<file path="config.mk">
export PLATFORM = sky130hd
export DESIGN_NAME = timer_display
export DESIGN_NICKNAME = d
export VERILOG_FILES = /design/src/rtl/timer_display_pkg.sv /design/src/rtl/timer_display_bin2bcd_2digit.sv /design/src/rtl/timer_display.sv
export SDC_FILE = /design/constraint.sdc
export NUM_CORES = 1
export LEC_CHECK = 0
export CAP_MARGIN = 20
export CORE_AREA = 2 2 130 69
export DETAILED_ROUTE_END_ITERATION = 10
export DIE_AREA = 0 0 132 71
export GPL_TIMING_DRIVEN = 1
export PLACE_DENSITY = 0.79
export SLEW_MARGIN = 20
export SYNTH_ARGS = -nofsm -noshare
export SYNTH_HDL_FRONTEND = slang
export SYNTH_HIERARCHICAL = 1
export SYNTH_SLANG_ARGS = --single-unit
</file>
<file path="constraint.sdc">
create_clock -name clk -period 1.81 [get_ports clk]
set_clock_uncertainty 0.2 [all_clocks]
set_input_delay 0.362 -clock clk [delete_from_list [all_inputs] [get_ports clk]]
set_output_delay 0.362 -clock clk [all_outputs]
set_load 0.02 [all_outputs]
</file>
<file path="src/rtl/timer_display_pkg.sv">
// Shared types and constants for the four-digit MM:SS seven-segment display.
// Segment codes are active-low {g,f,e,d,c,b,a}.
package timer_display_pkg;

    typedef logic [6:0] seg_t;

    localparam seg_t SEG_0     = 7'h40;
    localparam seg_t SEG_1     = 7'h79;
    localparam seg_t SEG_2     = 7'h24;
    localparam seg_t SEG_3     = 7'h30;
    localparam seg_t SEG_4     = 7'h19;
    localparam seg_t SEG_5     = 7'h12;
    localparam seg_t SEG_6     = 7'h02;
    localparam seg_t SEG_7     = 7'h78;
    localparam seg_t SEG_8     = 7'h00;
    localparam seg_t SEG_9     = 7'h10;
    localparam seg_t SEG_BLANK = 7'h7F;

    typedef enum logic [1:0] {
        DIG_SEC_ONES = 2'd0,
        DIG_SEC_TENS = 2'd1,
        DIG_MIN_ONES = 2'd2,
        DIG_MIN_TENS = 2'd3
    } digit_t;

    function automatic seg_t seg_of(input logic [3:0] d);
        case (d)
            4'd0:    return SEG_0;
            4'd1:    return SEG_1;
            4'd2:    return SEG_2;
            4'd3:    return SEG_3;
            4'd4:    return SEG_4;
            4'd5:    return SEG_5;
            4'd6:    return SEG_6;
            4'd7:    return SEG_7;
            4'd8:    return SEG_8;
            4'd9:    return SEG_9;
            default: return SEG_BLANK;
        endcase
    endfunction

endpackage

</file>
<file path="src/rtl/timer_display_bin2bcd_2digit.sv">
// Combinational split of a 0..63 binary value into tens and ones BCD digits.
module bin2bcd_2digit (
    input  logic [5:0] bin,
    output logic [3:0] tens,
    output logic [3:0] ones
);

    assign tens = 4'(bin / 6'd10);
    assign ones = 4'(bin % 6'd10);

endmodule

</file>
<file path="src/rtl/timer_display.sv">
// Multiplexed MM:SS seven-segment driver: clamp/BCD pipeline, scan prescaler,
// digit rotation, expiry blinking and registered active-low outputs.
module timer_display
    import timer_display_pkg::*;
#(
    parameter int CLK_HZ      = 100_000_000,
    parameter int SCAN_HZ     = 1000,
    parameter int BLINK_TICKS = 250
) (
    input  logic       clk,
    input  logic       rst_n,
    input  logic       en,
    input  logic [5:0] minutes,
    input  logic [5:0] seconds,
    input  logic       blink,
    output logic [3:0] an,
    output seg_t       seg,
    output logic       dp
);

    localparam int DIV = CLK_HZ / SCAN_HZ;
    localparam int PW  = (DIV > 1) ? $clog2(DIV) : 1;
    localparam int BW  = (BLINK_TICKS > 1) ? $clog2(BLINK_TICKS) : 1;

    function automatic logic [5:0] clamp59(input logic [5:0] v);
        return (v > 6'd59) ? 6'd59 : v;
    endfunction

    logic [5:0] min_p0, sec_p0;
    logic [3:0] min_tens_p1, min_ones_p1, sec_tens_p1, sec_ones_p1;
    logic [3:0] min_tens, min_ones, sec_tens, sec_ones;

    logic [PW-1:0] pre_cnt;
    logic          tick;
    logic          lit;
    digit_t        dig, dig_next;
    logic [BW-1:0] blink_cnt;
    logic          phase;

    logic [3:0]    an_d;
    seg_t          seg_d;
    logic          dp_d;

    // stage p0: clamp the raw timer values
    always_ff @(posedge clk or negedge rst_n) begin
        if (!rst_n) begin
            min_p0 <= '0;
            sec_p0 <= '0;
        end else begin
            min_p0 <= clamp59(minutes);
            sec_p0 <= clamp59(seconds);
        end
    end

    bin2bcd_2digit u_min_bcd (.bin(min_p0), .tens(min_tens), .ones(min_ones));
    bin2bcd_2digit u_sec_bcd (.bin(sec_p0), .tens(sec_tens), .ones(sec_ones));

    // stage p1: BCD digits ready for selection
    always_ff @(posedge clk or negedge rst_n) begin
        if (!rst_n) begin
            min_tens_p1 <= '0;
            min_ones_p1 <= '0;
            sec_tens_p1 <= '0;
            sec_ones_p1 <= '0;
        end else begin
            min_tens_p1 <= min_tens;
            min_ones_p1 <= min_ones;
            sec_tens_p1 <= sec_tens;
            sec_ones_p1 <= sec_ones;
        end
    end

    assign tick = (pre_cnt == PW'(DIV - 1));

    always_comb begin
        dig_next = dig;
        case (dig)
            DIG_SEC_ONES: dig_next = DIG_SEC_TENS;
            DIG_SEC_TENS: dig_next = DIG_MIN_ONES;
            DIG_MIN_ONES: dig_next = DIG_MIN_TENS;
            DIG_MIN_TENS: dig_next = DIG_SEC_ONES;
            default:      dig_next = DIG_SEC_ONES;
        endcase
    end

    // The first tick after reset only arms the display, so digit 0 lights first.
    always_ff @(posedge clk or negedge rst_n) begin
        if (!rst_n) begin
            pre_cnt <= '0;
            lit     <= 1'b0;
            dig     <= DIG_SEC_ONES;
        end else begin
            pre_cnt <= tick ? '0 : pre_cnt + PW'(1);
            if (tick) begin
                if (!lit) lit <= 1'b1;
                else      dig <= dig_next;
            end
        end
    end

    always_ff @(posedge clk or negedge rst_n) begin
        if (!rst_n) begin
            blink_cnt <= '0;
            phase     <= 1'b0;
        end else if (!blink) begin
            blink_cnt <= '0;
            phase     <= 1'b0;
        end else if (tick) begin
            if (blink_cnt == BW'(BLINK_TICKS - 1)) begin
                blink_cnt <= '0;
                phase     <= ~phase;
            end else begin
                blink_cnt <= blink_cnt + BW'(1);
            end
        end
    end

    // blink gates the phase directly so dropping it shows digits on the next clk
    always_comb begin
        an_d  = 4'hF;
        seg_d = SEG_BLANK;
        dp_d  = 1'b1;
        if (en && lit && !(blink && phase)) begin
            case (dig)
                DIG_SEC_ONES: begin
                    an_d  = 4'b1110;
                    seg_d = seg_of(sec_ones_p1);
                end
                DIG_SEC_TENS: begin
                    an_d  = 4'b1101;
                    seg_d = seg_of(sec_tens_p1);
                end
                DIG_MIN_ONES: begin
                    an_d  = 4'b1011;
                    seg_d = seg_of(min_ones_p1);
                    dp_d  = 1'b0;
                end
                DIG_MIN_TENS: begin
                    if (min_tens_p1 != 4'd0) begin
                        an_d  = 4'b0111;
                        seg_d = seg_of(min_tens_p1);
                    end
                end
                default: ;
            endcase
        end
    end

    // output stage: registered drive of anodes, segments and decimal point
    always_ff @(posedge clk or negedge rst_n) begin
        if (!rst_n) begin
            an  <= 4'hF;
            seg <= SEG_BLANK;
            dp  <= 1'b1;
        end else begin
            an  <= an_d;
            seg <= seg_d;
            dp  <= dp_d;
        end
    end

endmodule
</file>
==> key figures, run 1 <==
Logic synthesis
  – Mapped Area: 0.00434 mm^2
  – Synth Area in Compound Gates: 16.9%
  – Syn Inst Count: approximately 460
  – Synth warn: 6
  – Post-Synth Adder-Cell Area: 9.52%
  – Post-synthesis register bit count: 69
  – Synth Flop Type: dfrtp_1
  – Largest family of logic cells by synthesized area: simple AND/OR/NAND/NOR gates
  – Mux cell area share after synthesis: under 10%
  – Number of synthesized flops with an enable pin: 0
  – Synth cell types: 64
  – Mean Syn Cell Area: 9.40 um^2
  – Post-synth ARST share: 100%
  – Simple-gate share of the synthesized area: between 20% and 30%
  – Sequential fraction of the synthesis area: around 40%
  – Syn_nets: 510
  – Synth Area in XOR/XNOR: 4.85%

Route
  – Final wirelength: 10600 um
  – DRC Markers: 0
  – DRT antenna net count: 0
  – Initial DRC Count: 357
  – Post-DR vias/cell: 5.59
  – Avg WL per Cell: 16.0 um
  – DR vias: between 3000 and 4000
  – DR pass1 iterations: 5

STA
  – Rel. slew slack: 66.2%
  – Measured slew at the worst slew-check pin: 0.505 ns
  – Fin crit share: 107%
  – Final hold vios: 0
  – RSZ-0062 raised after global routing: yes
  – Final setup vio count: 9
  – Total negative slack: -0.487 ns
  – Minimum clock period: 1.94 ns
  – Peak Freq: 516 MHz
  – PnR worst setup slack: -0.128 ns
  – Max-slew violations: 0

Cells and area
  – Design area: 0.00556 mm^2
  – Number of fill cells in the layout: 619
  – Layout Cells excl Fill: 661
  – ANT cells: 0
  – Most common cell after layout, fill and taps aside: buf_4
  – Core Util, Final: 66.9%
  – Area overhead of the layout relative to synthesis: 28.3%
  – Register Area: 0.00175 mm^2
  – Ratio of cells with drive above 1 in the final layout: between 20% and 30%
  – Most frequent cells in the layout: buf_4, dfrtp_1, nor2_1
  – Multi-input gate area: 0.00251 mm^2
  – Final net count: 588

Worst setup path
  – CP Data Arrival Time: 1.94 ns
  – Worst Setup EP: sec_ones_p1[2]
  – CP Launch Type: flip-flop
  – Cells on worst reg2reg path: 6
  – Critical path fanouts, max: 3
  – Worst r2r src: sec_p0[5]
  – R2r setup slk: -0.13 ns
  – Setup CP Type: reg -> reg
  – Critical R2R Capture: sec_ones_p1[2]
  – Worst path required time: 1.82 ns
  – Crit end category: flip-flop
  – Launch point of the critical path: sec_p0[5]

Power and ir drop
  – Leakage power: roughly 2.5 nW
  – Max IR drop VDD: 0.000569 V
  – P per Cell Area: 703 mW/mm^2

Clock tree
  – H-tree Lvls: 3
  – CTS Buf Count: 9
  – CTS tree: done
  – Clock Latency Late Sink: 0.33 ns
  – Root buf cell: clkbuf_16
  – Clock Pin Slew Worst Setup and Hold Paths: 0.05 ns
  – Clock Tree Buf Depth: 2
  – # clock sinks: about 70

Die
  – Chip Height: 71 um
  – Rows: 24
  – Initial Util: 52.1%
  – Die Area: between 0.009 and 0.01 mm^2
  – Total core area: 0.00832 mm^2
  – Die X: 132 um
  – I/O pin count: 28

Place
  – Placed cell areas: 0.00504 mm^2
  – Port bufs: 27
  – DP Wirelength: 7300 um
  – DP Worst Slack: -0.184 ns
  – DP Cell Count: approximately 630
  – Placer congestion estimate: 0.955

Min path
  – Hold WC Path Type: reg -> reg

Global routing
  – GRT Resource Usage Total: 23.1%
  – Initial antenna violation count: 0
  – First-pass GRT wire length: 16900 um
  – GRT overflow: 0
  – Largest net degree at the start of global routing: 70
  – Vias in the first global route: 3571

Outcome
  – Outcome: finished with violations
  – Failing checks: negative setup slack

Job
  – Max Cap Violations: 0
==> worst max-delay path: stages (launching register included) <==
cell and delay [ns]:
dfrtp_1 0.41, or2b_1 0.25, o211ai_1 0.15, o21ai_1 0.10, ha_2 0.33, a41oi_2 0.03
or3_1 0.33
==> repair_timing <==
action	CTS	global route
hold buffers	1	0
hold endpoints to repair	57	0
setup buffers	5	5
pin swaps	11	17
resized for setup	27	31
setup endpoints to repair	24	29
==> metal layers <==
metal | vias to the layer above | track usage (%) | wire length (um)
met3 | 17 | 5.73 | 702
li1 | 1753 | - | -
met1 | 1789 | 32.5 | 4940
met4 | 0 | 7.73 | 171
met5 | - | 0 | 0
met2 | 137 | 35.2 | 4790
==> metrics by stage <==
step	hold slack, ns	power, mW
floorplan	-0.134	2.05
global placement	0.136	2.21
detailed placement	0.136	2.25
CTS	0.148	3.93
global route	0.154	4.08
finish	0.147	3.91
==> cell usage after synthesis (all sizes together), types with 6 or more instances <==
library cell	number	area (um^2)
nand3	10	50.1
xnor2	16	140
inv	22	82.6
o21ai	34	170
nor2	44	165
ha	33	413
nand2	49	191
dfrtp	57	1430
xor2	8	70.1
dfstp	12	315
nor3	10	55.1
a21oi	28	148
buf	18	143
clkbuf	10	37.5
nand2b	11	68.8
and4	6	55.1
==> final cells by class <==
type / count / share of cell area, %
Clock buffer: 15 / 4.99
Inverter: 22 / 1.48
Tap cell: 117 / 2.63
Multi-Input combinational cell: 342 / 45.1
Clock inverter: 1 / 0.0900
Timing Repair Buffer: 95 / 14.3
Sequential cell: 69 / 31.4
==> cell families (layout without fill, tap and decap cells) <==
kind of cell	Yosys count	count (layout)
flops	69	69
mux	6	6
xor+xnor	24	24
other cells	2	2
compound gates	110	110
simple gates	167	167
buf+inv	50	133
fa+ha+maj	33	33
==> power breakdown <==
group          switching, mW  total [mW]  internal, mW
clock                  0.617        1.66          1.04
sequential            0.0820        1.68          1.60
combinational          0.312       0.575         0.264
==> flip-flops by register name, summed over array words and instances, names as in the netlist <==
register	count
pre_cnt	17
sec_ones_p1	4
min_ones_p1	4
lit	1
phase	1
sec_p0	6
dp	1
sec_tens_p1	4
blink_cnt	8
seg	7
an	4
dig	2
min_p0	6
min_tens_p1	4
==> how the worst min path moves through the flow <==
stage | cells past startpoint | slack, ns | to | start
floorplan | 0 | -0.13 | blink_cnt[0] | rst_n
global placement | 0 | 0.14 | sec_ones_p1[0] | sec_p0[0]
detailed placement | 0 | 0.14 | min_ones_p1[0] | min_p0[0]
CTS | 0 | 0.15 | sec_ones_p1[0] | sec_p0[0]
global route | 0 | 0.15 | sec_ones_p1[0] | sec_p0[0]
finish | 0 | 0.15 | sec_ones_p1[0] | sec_p0[0]
Note: power is estimated with default switching activity, not from simulation.
==> run 2, diff against run 1 <==
CORE_AREA = 2 2 135 71   (was 2 2 130 69)
DIE_AREA = 0 0 137 73   (was 0 0 132 71)
PLACE_DENSITY = 0.75   (was 0.79)
TNS_END_PERCENT = 50   (was unset)
==> run 2 against run 1 <==
Against the previous run: global-route usage shrank 2.5 points; cell count shrank 1.1%; the flow still finishes with violations (negative setup slack); combinational power shrank 2%; die area grew 6.7%; maximum frequency grew 2.1%; utilization shrank 6.6 points; non-clock buffer count shrank 11; highest routed layer unchanged; register-to-register slack gained 0.04 ns; worst setup slack gained 0.040 ns; sequential share of layout area grew 0.80 points.
==> key figures, run 2 (synthesis results as in run 1) <==
STA
  – Total negative slack: -0.187 ns
  – RSZ-0062 raised after global routing: yes
  – Peak Freq: 527 MHz
  – PnR worst setup slack: -0.0879 ns
  – Final setup vio count: 6
  – Fin crit share: 105%
  – Hold slack: 0.152 ns
  – Minimum clock period: roughly 1.9 ns
  – Max-slew violations: 0
  – Final hold vios: 0

Job
  – Max Cap Violations: 0

Clock tree
  – H-tree Lvls: 3
  – Clock Tree Buf Depth: 2
  – # clock sinks: 69
  – CTS Buf Count: 9
  – CTS tree: done
  – Clock Latency Late Sink: 0.34 ns
  – Root buf cell: clkbuf_16
  – Clock Pin Slew Worst Setup and Hold Paths: 0.05 ns

Min path
  – Hold WC Path Type: reg -> reg

Cells and area
  – Reg with most FFs: pre_cnt
  – Final net count: 577
  – Ratio of cells with drive above 1 in the final layout: 25.1%
  – Largest register FFs: 17
  – Largest registers: pre_cnt: 17 flops, blink_cnt: 8 flops, seg: 7 flops
  – Most frequent cells in the layout: buf_4, dfrtp_1, nand2_1
  – ANT cells: 0
  – Most common cell after layout, fill and taps aside: buf_4
  – Area overhead of the layout relative to synthesis: 25.3%
  – Layout Cells excl Fill: 654

Die
  – Total core area: roughly 0.0090 mm^2
  – Die X: 137 um
  – Chip Height: 73 um
  – I/O pin count: 28
  – Initial Util: 48.1%
  – Rows: 25
  – Die Area: around 0.01 mm^2

Route
  – Post-DR vias/cell: 5.41
  – DR vias: ~3500
  – DRC Markers: 0
  – DRT antenna net count: 0
  – Avg WL per Cell: approximately 15 um
  – DR pass1 iterations: 5
  – Initial DRC Count: 260
  – Final wirelength: just under 10000 um

Worst setup path
  – Launch point of the critical path: min_p0[5]
  – Cells on worst reg2reg path: 6
  – CP Data Arrival Time: 1.91 ns
  – Worst Setup EP: min_ones_p1[2]
  – Critical R2R Capture: min_ones_p1[2]
  – Worst path required time: 1.82 ns
  – R2r setup slk: -0.09 ns
  – Worst r2r src: min_p0[5]
  – Crit end category: flip-flop
  – Setup CP Type: reg -> reg
  – CP Launch Type: flip-flop
  – Critical path fanouts, max: 3

Global routing
  – GRT overflow: 0
  – Vias in the first global route: 3282
  – First-pass GRT wire length: 15900 um
  – Largest net degree at the start of global routing: 70
  – Initial antenna violation count: 0
  – GRT Resource Usage Total: 20.6%

Place
  – Placer congestion estimate: 0.878
  – DP Cell Count: roughly 630
  – DP Wirelength: 7250 um
  – Port bufs: 27

Power and ir drop
  – P per Cell Area: 718 mW/mm^2
  – Max IR drop VDD: about 0.00046 V
  – Leakage power: 2.39 nW
  – Pwr Total: 3.90 mW

Outcome
  – Outcome: finished with violations
  – Failing checks: negative setup slack
==> run 2: cell count changes in the layout (fill, tap and decap cells not counted), moves of 2 or more <==
cell / change
buf_6: -4
buf_4: -7
nand2_4: -2
nor3_1: +2
dfrtp_1: -2
nand2_1: +3
nor3_2: -2
dfrtp_2: +2
==> run 2: critical path, stage by stage (launching register included) <==
cell and delay, ns:
dfrtp_1 0.39, or2b_1 0.25, o211ai_1 0.17, o21ai_1 0.10, ha_2 0.32, a41oi_1 0.04, or3_1 0.31
==> run 2: worst min-delay path by stage <==
stage                          from              to  slack, ns  depth (start not counted)
after floorplan               rst_n    blink_cnt[0]      -0.13                          0
after global placement    sec_p0[0]  sec_ones_p1[0]       0.14                          0
after detailed placement  sec_p0[0]  sec_ones_p1[0]       0.14                          0
after CTS                 sec_p0[0]  sec_ones_p1[0]       0.15                          0
after global routing      sec_p0[0]  sec_ones_p1[0]       0.16                          0
final                     sec_p0[0]  sec_ones_p1[0]       0.15                          0
==> run 2: repair_timing <==
action	4_1_cts	5_1_grt
hold buffers	1	0
setup endpoints to repair	23	25
pin swaps	6	12
buffers inserted	0	4
gates resized for setup	21	25
gates cloned	0	0
hold endpoints to repair	57	0
==> run 2: power breakdown <==
group          leakage (nW)  internal (mW)  switching, mW
registers             0.840           1.60         0.0799
clock network         0.140           1.04          0.621
logic                  1.41          0.262          0.302
==> run 2: metrics by stage <==
step	cell area, um^2	utilization, %	setup WS, ns
5_1_grt	5430	60.3	-0.206
2_1_floorplan	4370	-	-0.0615
4_1_cts	5310	58.9	-0.0451
3_3_place_gp	5000	55.6	-0.119
6_report	5430	60.3	-0.0879
3_5_place_dp	5000	55.6	-0.233
==> run 2: area by class of cell <==
class	count	area, um^2
clock inverter	1	5.00
sequential	69	1750
clock buffer	15	278
timing repair buffer	84	698
multi-input combinational	342	2470
tap	121	151
inverter	22	82.6
fill	723	3580
==> run 2: per-layer routing <==
layer | global-route usage (%) | wire [um] | vias up
met5 | 0 | 0 | -
met4 | 5.61 | 106 | 0
met3 | 5.35 | 703 | 12
met2 | 29.9 | 4290 | 111
met1 | 30.3 | 4650 | 1689
li1 | - | - | 1727
